--- config.mk ---
export PLATFORM = sky130hd
export DESIGN_NAME = rx_read_ctrl
export DESIGN_NICKNAME = d
export VERILOG_FILES = /design/src/rtl/rx_read_ctrl.sv
export SDC_FILE = /design/constraint.sdc
export NUM_CORES = 1
export LEC_CHECK = 0
export BUFFER_PORTS_ARGS = -buffer_cell sky130_fd_sc_hd__buf_2
export CORE_ASPECT_RATIO = 0.75
export CORE_MARGIN = 2
export CORE_UTILIZATION = 35
export DETAILED_ROUTE_END_ITERATION = 10
export PLACE_DENSITY = 0.59
export SKIP_CTS_REPAIR_TIMING = 1
export SLEW_MARGIN = 5
export SYNTH_ARGS = -nofsm -noshare
export SYNTH_HDL_FRONTEND = slang
export SYNTH_SLANG_ARGS = --single-unit
--- constraint.sdc ---
create_clock -name clk -period 4.3 [get_ports clk]
set_input_delay 0.645 -clock clk [delete_from_list [all_inputs] [get_ports clk]]
set_output_delay 0.645 -clock clk [all_outputs]
set_load 0.05 [all_outputs]
--- src/rtl/rx_read_ctrl.sv ---
// rx_read_ctrl: drains an Rx FIFO one byte at a time into a valid/ready
// consumer port, counts delivered bytes, raises an idle-timeout pulse and
// keeps a sticky "FIFO was full" status bit.
module rx_read_ctrl #(
    parameter int FIFO_WIDTH     = 8,
    parameter int TIMEOUT_CYCLES = 1024,
    parameter int CNT_WIDTH      = 16
) (
    input  logic                  clk,
    input  logic                  rst,
    input  logic                  enable,
    input  logic                  clr_status,
    input  logic                  rx_empty,
    input  logic                  rx_full,
    input  logic [FIFO_WIDTH-1:0] read_data,
    output logic                  ren,
    output logic [FIFO_WIDTH-1:0] m_data,
    output logic                  m_valid,
    input  logic                  m_ready,
    output logic                  irq_timeout,
    output logic                  full_seen,
    output logic [CNT_WIDTH-1:0]  byte_cnt
);

    localparam logic [1:0] S_IDLE  = 2'd0;
    localparam logic [1:0] S_ISSUE = 2'd1;
    localparam logic [1:0] S_WAIT  = 2'd2;
    localparam logic [1:0] S_OUT   = 2'd3;

    localparam logic [15:0] TO_LAST = 16'(TIMEOUT_CYCLES - 1);

    logic [1:0]            state_q, state_d;
    logic [FIFO_WIDTH-1:0] data_q, data_d;
    logic [CNT_WIDTH-1:0]  cnt_q, cnt_d;
    logic [15:0]           tcnt_q, tcnt_d;
    logic                  armed_q, armed_d;
    logic                  irq_q, irq_d;
    logic                  full_q, full_d;
    logic                  sync1_q, sync2_q;
    // Set one edge after reset release so the first read strobe cannot
    // appear before the second clock edge.
    logic                  live_q;
    logic                  handshake;

    assign handshake = (state_q == S_OUT) && m_ready;

    // Read sequencing FSM, output byte capture and delivered-byte counter.
    always_comb begin
        state_d = state_q;
        data_d  = data_q;
        cnt_d   = cnt_q;
        case (state_q)
            S_IDLE: begin
                if (live_q && enable && !rx_empty) state_d = S_ISSUE;
            end
            S_ISSUE: state_d = S_WAIT;
            S_WAIT: begin
                state_d = S_OUT;
                data_d  = read_data;
            end
            default: begin
                if (m_ready) begin
                    cnt_d   = cnt_q + 1'b1;
                    state_d = (enable && !rx_empty) ? S_ISSUE : S_IDLE;
                end
            end
        endcase
    end

    // Idle timeout: armed by each handshake, counts idle-empty cycles,
    // fires once and disarms until the next handshake.
    always_comb begin
        irq_d   = 1'b0;
        armed_d = armed_q;
        tcnt_d  = tcnt_q;
        if (handshake) begin
            armed_d = 1'b1;
            tcnt_d  = '0;
        end else if ((state_q == S_IDLE) && rx_empty && armed_q) begin
            if (tcnt_q == TO_LAST) begin
                irq_d   = 1'b1;
                tcnt_d  = '0;
                armed_d = 1'b0;
            end else begin
                tcnt_d = tcnt_q + 16'd1;
            end
        end else begin
            tcnt_d = '0;
        end
    end

    // Sticky full status: a synchronized full overrides a same-cycle clear.
    always_comb begin
        full_d = sync2_q | (full_q & ~clr_status);
    end

    // State registers with asynchronous active-low reset.
    always_ff @(posedge clk or negedge rst) begin
        if (!rst) begin
            state_q <= S_IDLE;
            data_q  <= '0;
            cnt_q   <= '0;
            tcnt_q  <= '0;
            armed_q <= 1'b0;
            irq_q   <= 1'b0;
            full_q  <= 1'b0;
            sync1_q <= 1'b0;
            sync2_q <= 1'b0;
            live_q  <= 1'b0;
        end else begin
            state_q <= state_d;
            data_q  <= data_d;
            cnt_q   <= cnt_d;
            tcnt_q  <= tcnt_d;
            armed_q <= armed_d;
            irq_q   <= irq_d;
            full_q  <= full_d;
            sync1_q <= rx_full;
            sync2_q <= sync1_q;
            live_q  <= 1'b1;
        end
    end

    assign ren         = (state_q == S_ISSUE);
    assign m_valid     = (state_q == S_OUT);
    assign m_data      = data_q;
    assign irq_timeout = irq_q;
    assign full_seen   = full_q;
    assign byte_cnt    = cnt_q;

endmodule

==> summary.md, run 1 <==
| Metric | Value |
|---|---|
| Shortest period the worst path allows | `1.919 ns` |
| Cell type with the highest aggregate area in the netlist | `dfrtp_1` |
| Required time of the critical path | `3.65 ns` |
| Fraction of synthesized cell area taken by the top area cell type | `56.87%` |
| First-pass GRT wire length | `6465 µm` |
| Net count reported at finish | `255` |
| Leakage Power | `1.179 nW` |
| Total overflow reported by the global router | `0` |
| Multi-input gate area | `867.1 µm²` |
| Count leader, synth | `dfrtp_1` |
| Num ports | `43` |
| Worst path max stage delay | `0.42 ns` |
| Crit Path Max Fanout | `4` |
| Area of the die | `roughly 0.0067 mm²` |
| Post-DP Area | `roughly 0.0024 mm²` |
| Mean number of vias per cell | `4.685` |
| TritonCTS clock tree | `done` |
| Max Root-Sink Buffers | `2` |
| Slew at the pin with the worst max-slew slack | `1.016 ns` |
| Post-detailed-routing wire length | `3904 µm` |
| R2R depth | `5` |
| Die Height | `71.28 µm` |
| TritonCTS Sinks | `48` |
| Filler cell count in the final layout | `568` |
| Count of input and output buffers | `42` |
| Placed Cells | `304` |
| Overall Global Routing Usage | `12.36%` |
| Peak ir drop on the vdd network | `0.2078 mV` |
| Syn_area_per_cell | `11.29 µm²` |
| Effective utilization at floorplan | `36.25%` |
| CP startpoint kind | `flop` |
| Largest net degree at the start of global routing | `49` |
| Clk root buf | `clkbuf_8` |
| Power Total | `1.483 mW` |
| Crit path buf inv count | `2` |
| Distinct cells, synth | `27` |
| Setup slack on the worst flop-to-flop path | `2.41 ns` |
| Number of register bits inferred by synthesis | `48` |
| Placeable Area | `0.005826 mm²` |
| Share of synthesized area occupied by flip-flops and latches | `56.87%` |
| Hold Crit Class | `flop to flop` |
| Vias in the first global route | `approximately 1,400` |
| Top area cells in the synthesized netlist | `dfrtp_1, xnor2_1, mux2_2, ha_1, nor2_1` |
| Total number of cells along the worst setup path | `3` |
| Primary FF master, synth | `dfrtp_1` |
| Initial antenna violation count | `0` |
| Worst r2r dst | `tcnt_q[4]$_DFF_PN0_` |
| Weighted congestion at the end of routability-driven global placement | `approximately 0.72` |
| Yosys warnings | `0` |
| Total negative slack for setup checks | `0 ns` |
| Post-Synthesis Cell Area | `~0.0021 mm²` |
| Net count after synthesis | `between 200 and 250` |
| Std-Cell Rows | `24` |
| Flip-flop and latch area | `0.001201 mm²` |
| Sort of element at the end of the critical path | `output pin` |
| Cell type group with the largest total delay on the critical path | `flip-flops` |
| Final WS setup | `2.381 ns` |
| Reg-to-reg critical path startpoint | `tcnt_q[0]$_DFF_PN0_` |
| Clock network fraction of total power | `25.2%` |
| Comb pwr share | `35.5%` |
| Setup Slack @ Placement | `2.393 ns` |
| Post-detail-place hpwl | `between 2000 and 3000 µm` |
| Area added between synthesis and finish | `20.02%` |
| Number of flops mapped to enable cells by yosys | `0` |
| RSZ-0062 raised after global routing | `false` |
| Final Core Density | `between 40% and 50%` |
| Final setup violating endpoints | `0` |
| Critical path start-end classification | `flop to output pin` |
| Async set or reset register ratio after synthesis | `100.0%` |
| Signal arrival time at the worst endpoint | `1.27 ns` |
| Synthesized instance count | `187` |
| Endpoint of the most critical setup path | `ren` |
| Worst-path clk slew | `0.09 ns` |
| Non-filler cells, final | `roughly 310` |
| Internal power | `about 0.91 mW` |
| Detailed-router iteration count before antenna repair | `4` |
| Maximum clock rate | `521.2 MHz` |
| Width of the die | `93.70 µm` |
| Final cell area excluding filler cells | `0.002535 mm²` |
| Iter 0 DRT Violations | `between 50 and 60` |
| Rel. slew slack | `~32%` |
| Crit. Startpoint | `state_q[1]$_DFFE_PN0P_` |
| H-tree levels | `2` |
| Fraction of the cycle the final worst path needs | `44.62%` |
| Number of CTS-inserted buffers | `5` |
| Vias post-DR | `1,457` |
| DR WL/cell | `12.55 µm` |
| Reported net switching power | `roughly 0.58 mW` |
| Crit path cell chain | `inv_1 -> ha_1 -> buf_2` |
| Number of max-slew violations in the final report | `0` |
| Cell types with the highest counts after synthesis | `dfrtp_1, nor2_1, xnor2_1` |
| Worst slack on hold paths | `0.3682 ns` |
| Max-cap check violation count | `0` |
| Cell at the slowest stage of the critical path | `dfrtp_1` |
| DRC Markers | `0` |
| Worst Clk Skew | `0.01056 ns` |
| Number of hold violations in the final report | `0` |
| Number of nets still failing antenna checks after routing | `0` |
| Layout cells sized above 1 | `25.75%` |
| Fraction of power consumed by sequential logic | `39.3%` |
| Antenna diode count | `0` |
| Power per cell area | `slightly below 600 mW/mm²` |
| Clk Latency, worst-skew pair | `0.30 ns` |
| Switching fraction of total power | `38.95%` |
| Result of the run | `finished, final reports clean` |
power groups by stage:
stage,Sequential [mW],Clock [mW],Combinational (mW)
after floorplan,0.788,0,0.208
after global placement,0.586,0,0.525
after detailed placement,0.593,0,0.530
after CTS,0.584,0.386,0.531
after global routing,0.595,0.405,0.572
final,0.582,0.374,0.527
layer usage:
layer | GRT usage, % | vias to the layer above | share of wire, %
met2 | 17.70 | 35 | 41
met3 | 3.996 | 7 | 6.2
met4 | 4.348 | 0 | 1.5
met1 | 17.73 | 688 | 51
met5 | 0 | - | 0
li1 | - | 727 | -
cells by family after synthesis:
family | synth area share [%]
buffers and inverters | 2.073
AND/OR/NAND/NOR | 17.12
flip-flops | 56.87
AO/OA/AOI/OAI | 4.029
multiplexers | 4.799
XOR/XNOR | 10.78
other | 0.1776
adder cells (fa/ha/maj) | 4.147
cell usage in the layout, fill, tap and decap left out, types with 2 or more instances in the layout:
master / instances
a21oi_1: 4
and3_1: 2
buf_2: 42
bufinv_16: 2
clkbuf_8: 5
dfrtp_1: 48
ha_1: 7
inv_1: 8
mux2_2: 9
nand2_1: 12
nand3_1: 11
nand4_1: 5
nor2_1: 22
nor3_1: 5
nor4_1: 5
o21ai_0: 6
or3_1: 4
or4_1: 2
xnor2_1: 19
xor2_1: 7
area by class of cell:
| type | instances | area share [%] |
|---|---|---|
| clock buffer | 5 | 2.715 |
| clock inverter | 2 | 2.369 |
| inverter | 8 | 1.185 |
| multi-input combinational | 128 | 34.21 |
| sequential | 48 | 47.38 |
| tap | 78 | 3.850 |
| timing repair buffer | 42 | 8.292 |
flip-flops by register name, indices dropped and copies added (netlist names):
| register | cells |
|---|---|
| sync1_q | 1 |
| irq_timeout | 1 |
| m_data | 8 |
| tcnt_q | 16 |
| full_seen | 1 |
| armed_q | 1 |
| live_q | 1 |
| byte_cnt | 16 |
| sync2_q | 1 |
| state_q | 2 |
worst min path at each step:
| stage | from | end | slack, ns | cells past startpoint |
|---|---|---|---|---|
| 5_1_grt | sync1_q$_DFF_PN0_ | sync2_q$_DFF_PN0_ | 0.38 | 0 |
| 3_3_place_gp | sync1_q$_DFF_PN0_ | sync2_q$_DFF_PN0_ | 0.33 | 0 |
| 3_5_place_dp | sync1_q$_DFF_PN0_ | sync2_q$_DFF_PN0_ | 0.34 | 0 |
| 4_1_cts | sync1_q$_DFF_PN0_ | sync2_q$_DFF_PN0_ | 0.37 | 0 |
| 2_1_floorplan | sync1_q$_DFF_PN0_ | sync2_q$_DFF_PN0_ | 0.33 | 0 |
| 6_report | sync1_q$_DFF_PN0_ | sync2_q$_DFF_PN0_ | 0.37 | 0 |
(Power assumes the default switching activity.)
==> run 2, diff against run 1 <==
--- a/config.mk
+++ b/config.mk
@@ -10,7 +10,7 @@
 export CORE_MARGIN = 2
 export CORE_UTILIZATION = 35
 export DETAILED_ROUTE_END_ITERATION = 10
-export PLACE_DENSITY = 0.59
+export PLACE_DENSITY = 0.61
 export SKIP_CTS_REPAIR_TIMING = 1
 export SLEW_MARGIN = 5
 export SYNTH_ARGS = -nofsm -noshare
==> constraint.sdc (replaced) <==
create_clock -name clk -period 1.6 [get_ports clk]
set_input_delay 0.24 -clock clk [delete_from_list [all_inputs] [get_ports clk]]
set_output_delay 0.24 -clock clk [all_outputs]
set_load 0.05 [all_outputs]
==> summary.md, run 2 (synthesized netlist as in run 1, its figures left out) <==
| Metric | Value |
|---|---|
| TritonCTS clock tree | `done` |
| Reg-to-reg critical path startpoint | `tcnt_q[0]$_DFF_PN0_` |
| Mean number of vias per cell | `4.611` |
| Non-filler cells, final | `339` |
| Signal arrival time at the worst endpoint | `between 1.5 and 2 ns` |
| Hold Crit Class | `input port to flop` |
| Setup slack on the worst flop-to-flop path | `roughly 0.00083 ns` |
| First-pass GRT wire length | `7051 µm` |
| Number of stages on the worst hold path | `1` |
| Result of the run | `finished, final reports clean` |
| Die Height | `71.28 µm` |
| Layout cells sized above 1 | `44.44%` |
| CP startpoint kind | `flop` |
| Clk Latency, worst-skew pair | `0.30 ns` |
| Post-detail-place hpwl | `3093 µm` |
| RSZ-0062 raised after global routing | `true` |
| Hold path startpoint | `rx_full` |
| Worst path max stage delay | `between 0.4 and 0.5 ns` |
| Number of hold violations in the final report | `0` |
| Hold Path Sink | `sync1_q$_DFF_PN0_` |
| Cell at the slowest stage of the critical path | `dfrtp_1` |
| Worst Clk Skew | `0.01258 ns` |
| Crit Path Max Fanout | `4` |
| Post-detailed-routing wire length | `4295 µm` |
| Antenna diode count | `0` |
| Clk root buf | `clkbuf_8` |
| Effective utilization at floorplan | `36.25%` |
| Max Root-Sink Buffers | `2` |
| Placeable Area | `0.005826 mm²` |
| Worst-path clk slew | `0.09 ns` |
| Final setup violating endpoints | `0` |
| Fraction of the cycle the final worst path needs | `~100%` |
| Number of max-slew violations in the final report | `0` |
| Iter 0 DRT Violations | `between 50 and 60` |
| Worst r2r dst | `tcnt_q[14]$_DFF_PN0_` |
| Total negative slack for setup checks | `0 ns` |
| Max-cap check violation count | `0` |
| Total overflow reported by the global router | `0` |
| Placed Cells | `~320` |
| Count of input and output buffers | `42` |
| R2R depth | `6` |
| Weighted congestion at the end of routability-driven global placement | `0.7979` |
| Number of CTS-inserted buffers | `5` |
| Detailed-router iteration count before antenna repair | `4` |
| H-tree levels | `2` |
| Initial antenna violation count | `0` |
| Vias in the first global route | `roughly 1,500` |
| Sort of element at the end of the critical path | `flop` |
| Largest net degree at the start of global routing | `25` |
| Power per cell area | `1391 mW/mm²` |
| Net count reported at finish | `282` |
| Maximum clock rate | `around 630 MHz` |
| Std-Cell Rows | `24` |
| Leakage Power | `1.294 nW` |
| Area added between synthesis and finish | `33.35%` |
| TritonCTS Sinks | `48` |
| Overall Global Routing Usage | `13.40%` |
| Shortest period the worst path allows | `~1.6 ns` |
| Most common cell after layout, fill and taps aside | `buf_2` |
| Vias post-DR | `1,563` |
| Required time of the critical path | `about 1.8 ns` |
| Width of the die | `93.70 µm` |
| Critical path start-end classification | `flop to flop` |
| Crit path cell chain | `ha_4 -> nand2_2 -> or3_4 -> buf_4 -> o21ai_0 -> a21oi_2` |
| Area of the die | `0.006678 mm²` |
| DRC Markers | `0` |
| Most frequent cells in the layout | `buf_2, dfrtp_1, buf_4` |
| Number of nets still failing antenna checks after routing | `0` |
| Peak ir drop on the vdd network | `around 1.1 mV` |
| Num ports | `43` |
| DR WL/cell | `roughly 13 µm` |
[run 2: stage by stage]
| step | instance area, µm² | total power, mW | hold WS (ns) | setup WS [ns] | util (%) |
|---|---|---|---|---|---|
| after floorplan | 2165 | 2.736 | -0.05559 | -0.02123 | - |
| after CTS | 2674 | 3.853 | -0.2709 | -0.05066 | 45.90 |
| after global placement | 2586 | 3.112 | 0.05289 | 0.05190 | 44.39 |
| after detailed placement | 2586 | 3.137 | 0.05436 | 0.007076 | 44.39 |
| final | 2816 | 3.917 | 0.03290 | 0.0008319 | 48.35 |
| after global routing | 2816 | 4.153 | 0.02464 | -0.1110 | 48.35 |
[run 2: worst max path at each step]
stage                                 from  slack, ns                        to  cells after the start
floorplan           state_q[1]$_DFFE_PN0P_      -0.02  byte_cnt[11]$_DFFE_PN0P_                      5
finish                 tcnt_q[0]$_DFF_PN0_     0.0008      tcnt_q[14]$_DFF_PN0_                      6
CTS                    tcnt_q[0]$_DFF_PN0_      -0.05      tcnt_q[14]$_DFF_PN0_                      5
detailed placement     tcnt_q[0]$_DFF_PN0_      0.007      tcnt_q[14]$_DFF_PN0_                      5
global route           tcnt_q[0]$_DFF_PN0_      -0.11      tcnt_q[14]$_DFF_PN0_                      6
global placement    state_q[0]$_DFFE_PN0P_       0.05   byte_cnt[9]$_DFFE_PN0P_                      5
[run 2: layer usage]
layer | track usage [%] | vias to the layer above | share of wire (%)
li1 | - | 790 | -
met1 | 19.83 | 745 | 51
met2 | 18.81 | 23 | 43
met3 | 3.891 | 5 | 3.9
met4 | 4.831 | 0 | 1.5
met5 | 0 | - | 0
[run 2: final cells by class]
class | count | area [µm²]
fillers | 545 | 3009
flip-flops and latches | 48 | 1214
multi-input cells | 128 | 972.2
repair buffers | 69 | 415.4
well taps | 78 | 97.59
clock buffers | 5 | 68.82
inverters | 8 | 30.03
clock inverters | 3 | 18.77
[run 2: power breakdown]
group	switching, mW	internal, mW
Combinational	1.07	0.534
Sequential	0.167	1.43
Clock	0.406	0.305
[run 2: worst max-delay path, delay by kind of cell (launching register included)]
family          cells  cell delay (ns)
simple gates        2             0.43
buf+inv             1             0.16
compound gates      2             0.31
fa+ha+maj           1             0.17
flops               1             0.42
